### config.mk
export PLATFORM = sky130hd
export DESIGN_NAME = regfile_mp
export DESIGN_NICKNAME = d
export VERILOG_FILES = /design/src/rtl/regfile_pkg.sv /design/src/rtl/regfile_init_seq.sv /design/src/rtl/regfile_mp.sv
export SDC_FILE = /design/constraint.sdc
export NUM_CORES = 2
export LEC_CHECK = 0
export BUFFER_PORTS_ARGS = -buffer_cell sky130_fd_sc_hd__buf_4
export CORE_MARGIN = 2
export CORE_UTILIZATION = 50
export CTS_CLUSTER_SIZE = 10
export DETAILED_ROUTE_END_ITERATION = 12
export PLACE_DENSITY = 0.71
export SYNTH_ARGS = -nofsm -noshare
export SYNTH_HDL_FRONTEND = slang
export SYNTH_SLANG_ARGS = --single-unit
### constraint.sdc
create_clock -name clk -period 6.7 [get_ports clk]
set_input_delay 0.335 -clock clk [delete_from_list [all_inputs] [get_ports clk]]
set_output_delay 0.335 -clock clk [all_outputs]
set_load 0.01 [all_outputs]
### src/rtl/regfile_pkg.sv
`default_nettype none
// ---------------------------------------------------------------------------
// regfile_pkg : shared state encoding and default sizes for regfile_mp
// Rev 1.0
// ---------------------------------------------------------------------------
package regfile_pkg;

  localparam int          DATA_W_DEF   = 32;
  localparam int          ADDR_W_DEF   = 6;
  localparam logic [31:0] INIT_VAL_DEF = 32'h0000_0002;

  typedef enum logic [0:0] {
    INIT  = 1'b0,
    READY = 1'b1
  } state_e;

endpackage : regfile_pkg
`default_nettype wire

### src/rtl/regfile_init_seq.sv
`default_nettype none
// ---------------------------------------------------------------------------
// regfile_init_seq : INIT/READY FSM and sweep index for the register file
// Rev 1.0
// ---------------------------------------------------------------------------
module regfile_init_seq
  import regfile_pkg::*;
#(
  parameter int ADDR_W = ADDR_W_DEF
) (
  input  logic            clk,
  input  logic            rst_n,
  input  logic            init_req,
  output logic [ADDR_W:0] idx,
  output logic            sweep_we,
  output logic            ready
);

  // One spare MSB keeps the last-entry compare free of wrap-around.
  localparam logic [ADDR_W:0] LAST_IDX = (ADDR_W+1)'((2**ADDR_W) - 1);
  localparam logic [ADDR_W:0] IDX_ONE  = (ADDR_W+1)'(1);

  state_e          state_q, state_d;
  logic [ADDR_W:0] idx_q, idx_d;

  always_comb begin
    state_d = state_q;
    idx_d   = idx_q;
    unique case (state_q)
      INIT: begin
        if (idx_q == LAST_IDX) begin
          state_d = READY;
          idx_d   = '0;
        end else begin
          idx_d = idx_q + IDX_ONE;
        end
      end
      READY: begin
        if (init_req) begin
          state_d = INIT;
          idx_d   = '0;
        end
      end
    endcase
  end

  always_ff @(posedge clk or negedge rst_n) begin
    if (!rst_n) begin
      state_q <= INIT;
      idx_q   <= '0;
    end else begin
      state_q <= state_d;
      idx_q   <= idx_d;
    end
  end

  assign idx      = idx_q;
  assign sweep_we = (state_q == INIT);
  assign ready    = (state_q == READY);

endmodule : regfile_init_seq
`default_nettype wire

### src/rtl/regfile_mp.sv
`default_nettype none
// ---------------------------------------------------------------------------
// regfile_mp : multi-read-port register file with power-up init sweep
// Optional same-cycle write forwarding: define REGFILE_BYPASS_EN.  Rev 1.0
// ---------------------------------------------------------------------------
module regfile_mp
  import regfile_pkg::*;
#(
  parameter int                DATA_W   = DATA_W_DEF,
  parameter int                ADDR_W   = ADDR_W_DEF,
  parameter int                NUM_RD   = 2,
  parameter int                INIT_CNT = 2,
  parameter logic [DATA_W-1:0] INIT_VAL = DATA_W'(INIT_VAL_DEF)
) (
  input  logic                     clk,
  input  logic                     rst_n,
  input  logic                     init_req,
  output logic                     ready,
  input  logic [NUM_RD*ADDR_W-1:0] rd_addr,
  output logic [NUM_RD*DATA_W-1:0] rd_data,
  input  logic                     wr_en,
  input  logic [ADDR_W-1:0]        wr_addr,
  input  logic [DATA_W-1:0]        wr_data,
  output logic                     wr_drop
);

  localparam int              DEPTH      = 2**ADDR_W;
  localparam logic [ADDR_W:0] INIT_CNT_W = (ADDR_W+1)'(INIT_CNT);

  logic [ADDR_W:0]   idx;
  logic              sweep_we;
  logic              mem_we;
  logic [ADDR_W-1:0] mem_waddr;
  logic [DATA_W-1:0] mem_wdata;
  logic              wr_drop_q, wr_drop_d;
  logic [DATA_W-1:0] mem_q [DEPTH];

  regfile_init_seq #(
    .ADDR_W (ADDR_W)
  ) u_init_seq (
    .clk      (clk),
    .rst_n    (rst_n),
    .init_req (init_req),
    .idx      (idx),
    .sweep_we (sweep_we),
    .ready    (ready)
  );

  // The sweep owns the write port while it runs; user writes are dropped.
  always_comb begin
    mem_we    = sweep_we | (ready & wr_en);
    mem_waddr = wr_addr;
    mem_wdata = wr_data;
    if (sweep_we) begin
      mem_waddr = idx[ADDR_W-1:0];
      mem_wdata = (idx < INIT_CNT_W) ? INIT_VAL : '0;
    end
    wr_drop_d = wr_en & ~ready;
  end

  always_ff @(posedge clk) begin
    if (mem_we) begin
      mem_q[mem_waddr] <= mem_wdata;
    end
  end

  always_ff @(posedge clk or negedge rst_n) begin
    if (!rst_n) begin
      wr_drop_q <= 1'b0;
    end else begin
      wr_drop_q <= wr_drop_d;
    end
  end

  assign wr_drop = wr_drop_q;

  for (genvar k = 0; k < NUM_RD; k++) begin : g_rd
    logic [ADDR_W-1:0] raddr;
    logic              fwd;

    assign raddr = rd_addr[k*ADDR_W +: ADDR_W];
`ifdef REGFILE_BYPASS_EN
    assign fwd = ready & wr_en & (wr_addr == raddr);
`else
    assign fwd = 1'b0;
`endif
    assign rd_data[k*DATA_W +: DATA_W] = !ready ? '0 : (fwd ? wr_data : mem_q[raddr]);
  end

endmodule : regfile_mp
`default_nettype wire

==> out/summary.md <==
- net count of the mapped netlist: 4919
- wire length per cell after detailed routing: 45.1 um
- Port Buf Inserts: 119
- path class of the lowest-slack min-delay path: input port to flip-flop
- beginning of the critical path: u_init_seq.ready$_DFF_PN0_
- number of warning messages in the yosys log: 0
- Layout Area Growth over Synthesis: 10.7%
- worst slew margin relative to its limit: 0.0819
- area fraction in and, or, nand and nor cells after synthesis: 0.0293
- Gate Count Post-Synth: 4864
- fin crit share: 0.781
- HPWL after DPL: 200000 um
- top cell types by occurrence after synthesis: sky130_fd_sc_hd__edfxtp_1, sky130_fd_sc_hd__mux4_2, sky130_fd_sc_hd__nand2_1, sky130_fd_sc_hd__mux2i_1, sky130_fd_sc_hd__nor2_1
- worst voltage drop across the vdd grid: 0.259 mV
- first-iteration detailed-routing DRC count: 10700
- final global-route overflow total: 0
- fin util: 0.559
- fmax: 0.191 GHz
- proportion of synthesized chip area in sequential cells: 0.642
- DRC violation count after routing: 0
- placed instance count: 7310
- CTS-repair resized insts: 0
- flop-to-flop setup slack: 2360 ps
- final-report setup violation count: 0
- clock share of power: 0.360
- remaining antenna violation count: 0
- count leader, synth: sky130_fd_sc_hd__edfxtp_1
- Sequential cell area: 61700 um2
- post-synthesis adder-cell area fraction: 0.000130
- Final WS setup: 1470 ps
- pins over their slew limit: 0
- count of flip-flops with a built-in enable after synthesis: 2048
- I/O Pins: 120
- total net switching power: 8220 uW
- internal portion of total power: 22500 uW
- transition time of the tightest slew-check pin: 1380 ps
- die extent in x: 443 um
- htree depth: 4
- total die area: 196000 um2
- Crit Path Category: flip-flop to output pin
- largest net degree at the start of global routing: 99
- Setup crit end kind: output pin
- register clock-pin slew on the reported worst setup and hold paths: 60 ps
- CTS Root Cell: sky130_fd_sc_hd__clkbuf_16
- CTS buffer count: 227
- post-synth top area share: 0.639
- FP Rows: 160
- area share of xor/xnor cells in the synthesized design: 0.0000911
- Async S/R FF share, synth: 0.00438
- synthesized area: 96200 um2
- number of standard cells in the final layout excluding fillers: 7613
- most instantiated flip-flop cell in the synthesis netlist: sky130_fd_sc_hd__edfxtp_1
- number of global-route vias before repair: 57600
- wire length of the first global-routing pass: 468000 um
- shortest period the worst path allows: 5230 ps
- share of cells above drive strength 1: 0.340
- switching part of the total: 0.267
- clock latency of the later-clocked register in the worst-skew pair: 880 ps
- worst path required time: 6360 ps
- worst reg2reg path startpoint: u_init_seq.ready$_DFF_PN0_
- Initial Utilization: 0.505
- Critical Path Source Type: flip-flop
- Final Routed Wirelength: 343000 um
- Comb power frac: 0.140
- total iterations of the first detailed-routing run: 9
- Critical Path Sink: rd_data[38]
- max_cap viols: 0
- arrival time at the worst endpoint: 4900 ps
- FF-to-FF path depth: 4
- area taken by multi-input logic gates: 32700 um2
- Die Height: 443 um
- number of filler cells placed in the layout: 14100
- multiplexer share of the synthesized area: 0.268
- ratio of routed vias to standard cells: 7.70
- clk sink count: 2057
- outcome: finished, final reports clean
- Post-CTS Repair Setup Buffers: 0
- capture instance of the worst register-to-register path: mem_q[26][30]$_DFFE_PP_
- cell area power density: 289 nW/um2
- total negative slack: 0 ps
- Static Leak: 0.0340 uW
- fraction of power consumed by sequential logic: 0.501
- cells taking the most area after synthesis: sky130_fd_sc_hd__edfxtp_1, sky130_fd_sc_hd__mux4_2, sky130_fd_sc_hd__mux2i_1, sky130_fd_sc_hd__nand2_1, sky130_fd_sc_hd__a22oi_1
- total vias in the final route: 58600
- unrepaired setup endpoints after global routing: false
- overall fraction of global-route tracks in use: 0.348
- mean area per synthesized cell: 19.8 um2
- number of antenna violations at the first check in global routing: 24
- Layout Nets: 5087
- Yosys top cell by area: sky130_fd_sc_hd__edfxtp_1
- weighted congestion at the end of routability-driven global placement: 0.930
- maximum clock path buffer count: 3
- TritonCTS clock tree: yes
- compound-cell area share of the yosys netlist: 0.0358
- number of different library cells in the post-synthesis netlist: 71
- synthesis-stage register bit count: 2057
- dominant combinational cell family by area after synthesis: multiplexers
- minimum setup slack after placement: 2190 ps
- maximum fanout along the worst path: 50
- total core area: 191000 um2
- Worst Clk Skew: 41.9 ps
- hold violation total from the final report: 0
## power groups by stage
stage | Combinational [uW] | Clock (uW) | Sequential, uW
2_1_floorplan | 2380 | 0 | 15500
3_3_place_gp | 4110 | 0 | 15600
3_5_place_dp | 4140 | 0 | 15600
4_1_cts | 4150 | 11100 | 15400
5_1_grt | 4310 | 11500 | 15500
6_report | 4300 | 11100 | 15400
## layer usage
layer / wire length, um / track usage
met2: 149000 / 0.501
met1: 111000 / 0.448
met4: 27800 / 0.230
met5: 407 / 0.000244
met3: 54800 / 0.127
## how the worst min path moves through the flow
stage	cells past startpoint	to	start
after global routing	4	mem_q[21][1]$_DFFE_PP_	wr_data[1]
after detailed placement	1	wr_drop$_DFF_PN0_	rst_n
after global placement	1	wr_drop$_DFF_PN0_	rst_n
after CTS	4	mem_q[21][1]$_DFFE_PP_	wr_data[1]
after floorplan	0	u_init_seq.idx[0]$_DFFE_PN0P_	rst_n
final	4	mem_q[21][1]$_DFFE_PP_	wr_data[1]
## sequential cells by signal, summed over array words and instances (netlist names)
name and flops:
mem_q 2048, u_init_seq.ready 1, u_init_seq.idx 7, wr_drop 1
## critical path, stage by stage (launching register included)
cell and delay, ps:
sky130_fd_sc_hd__dfrtp_4 870, sky130_fd_sc_hd__buf_4 490, sky130_fd_sc_hd__nand2b_1 580, sky130_fd_sc_hd__a311oi_1 800, sky130_fd_sc_hd__o211ai_1 180, sky130_fd_sc_hd__a41oi_1 430, sky130_fd_sc_hd__a31o_1 420, sky130_fd_sc_hd__buf_4 200
## cell families (layout without fill, tap and decap cells)
| kind of cell | after synthesis | in the layout |
|---|---|---|
| xor+xnor | 1 | 1 |
| simple gates | 638 | 638 |
| fa+ha+maj | 1 | 1 |
| other cells | 0 | 9 |
| flops | 2057 | 2057 |
| mux | 1288 | 1288 |
| buf+inv | 393 | 622 |
| compound gates | 486 | 486 |
## layout by cell type, fill, tap and decap left out, types with 19 or more instances in the layout
cell	count
sky130_fd_sc_hd__nor2b_1	32
sky130_fd_sc_hd__mux4_2	1028
sky130_fd_sc_hd__and2_2	34
sky130_fd_sc_hd__a31oi_1	29
sky130_fd_sc_hd__a32oi_1	54
sky130_fd_sc_hd__nand2_1	319
sky130_fd_sc_hd__o211ai_1	25
sky130_fd_sc_hd__nor2_1	47
sky130_fd_sc_hd__buf_4	290
sky130_fd_sc_hd__clkbuf_1	42
sky130_fd_sc_hd__o21ai_1	24
sky130_fd_sc_hd__nand3_1	48
sky130_fd_sc_hd__a21oi_1	79
sky130_fd_sc_hd__mux2i_1	242
sky130_fd_sc_hd__nor2_4	65
sky130_fd_sc_hd__clkbuf_16	227
sky130_fd_sc_hd__o21ai_0	39
sky130_fd_sc_hd__edfxtp_1	2048
sky130_fd_sc_hd__buf_12	19
sky130_fd_sc_hd__nor3_1	22
sky130_fd_sc_hd__nand2b_1	19
sky130_fd_sc_hd__a22oi_1	101
sky130_fd_sc_hd__a221oi_1	19
## metrics by stage
stage	total power, uW	instance area, um2	hold WS (ps)
global placement	19700	100000	186
finish	30800	107000	308
global route	31300	106000	348
floorplan	17900	96200	39.4
detailed placement	19800	100000	191
CTS	30600	106000	277
## timing repair
| action | in CTS | in global routing |
|---|---|---|
| hold endpoints to repair | 18 | 0 |
| endpoints found under the setup margin | 0 | 0 |
| hold buffers | 4 | 0 |
## cell type report
cell class,instances,area share
clock inverter,20,0.00327
clock buffer,270,0.0549
sequential,2057,0.580
inverter,13,0.000564
antenna,9,0.000211
timing repair buffer,319,0.0252
tap,2511,0.0295
multi-input combinational,2414,0.307
No activity file was read; power rests on OpenSTA's default activity.
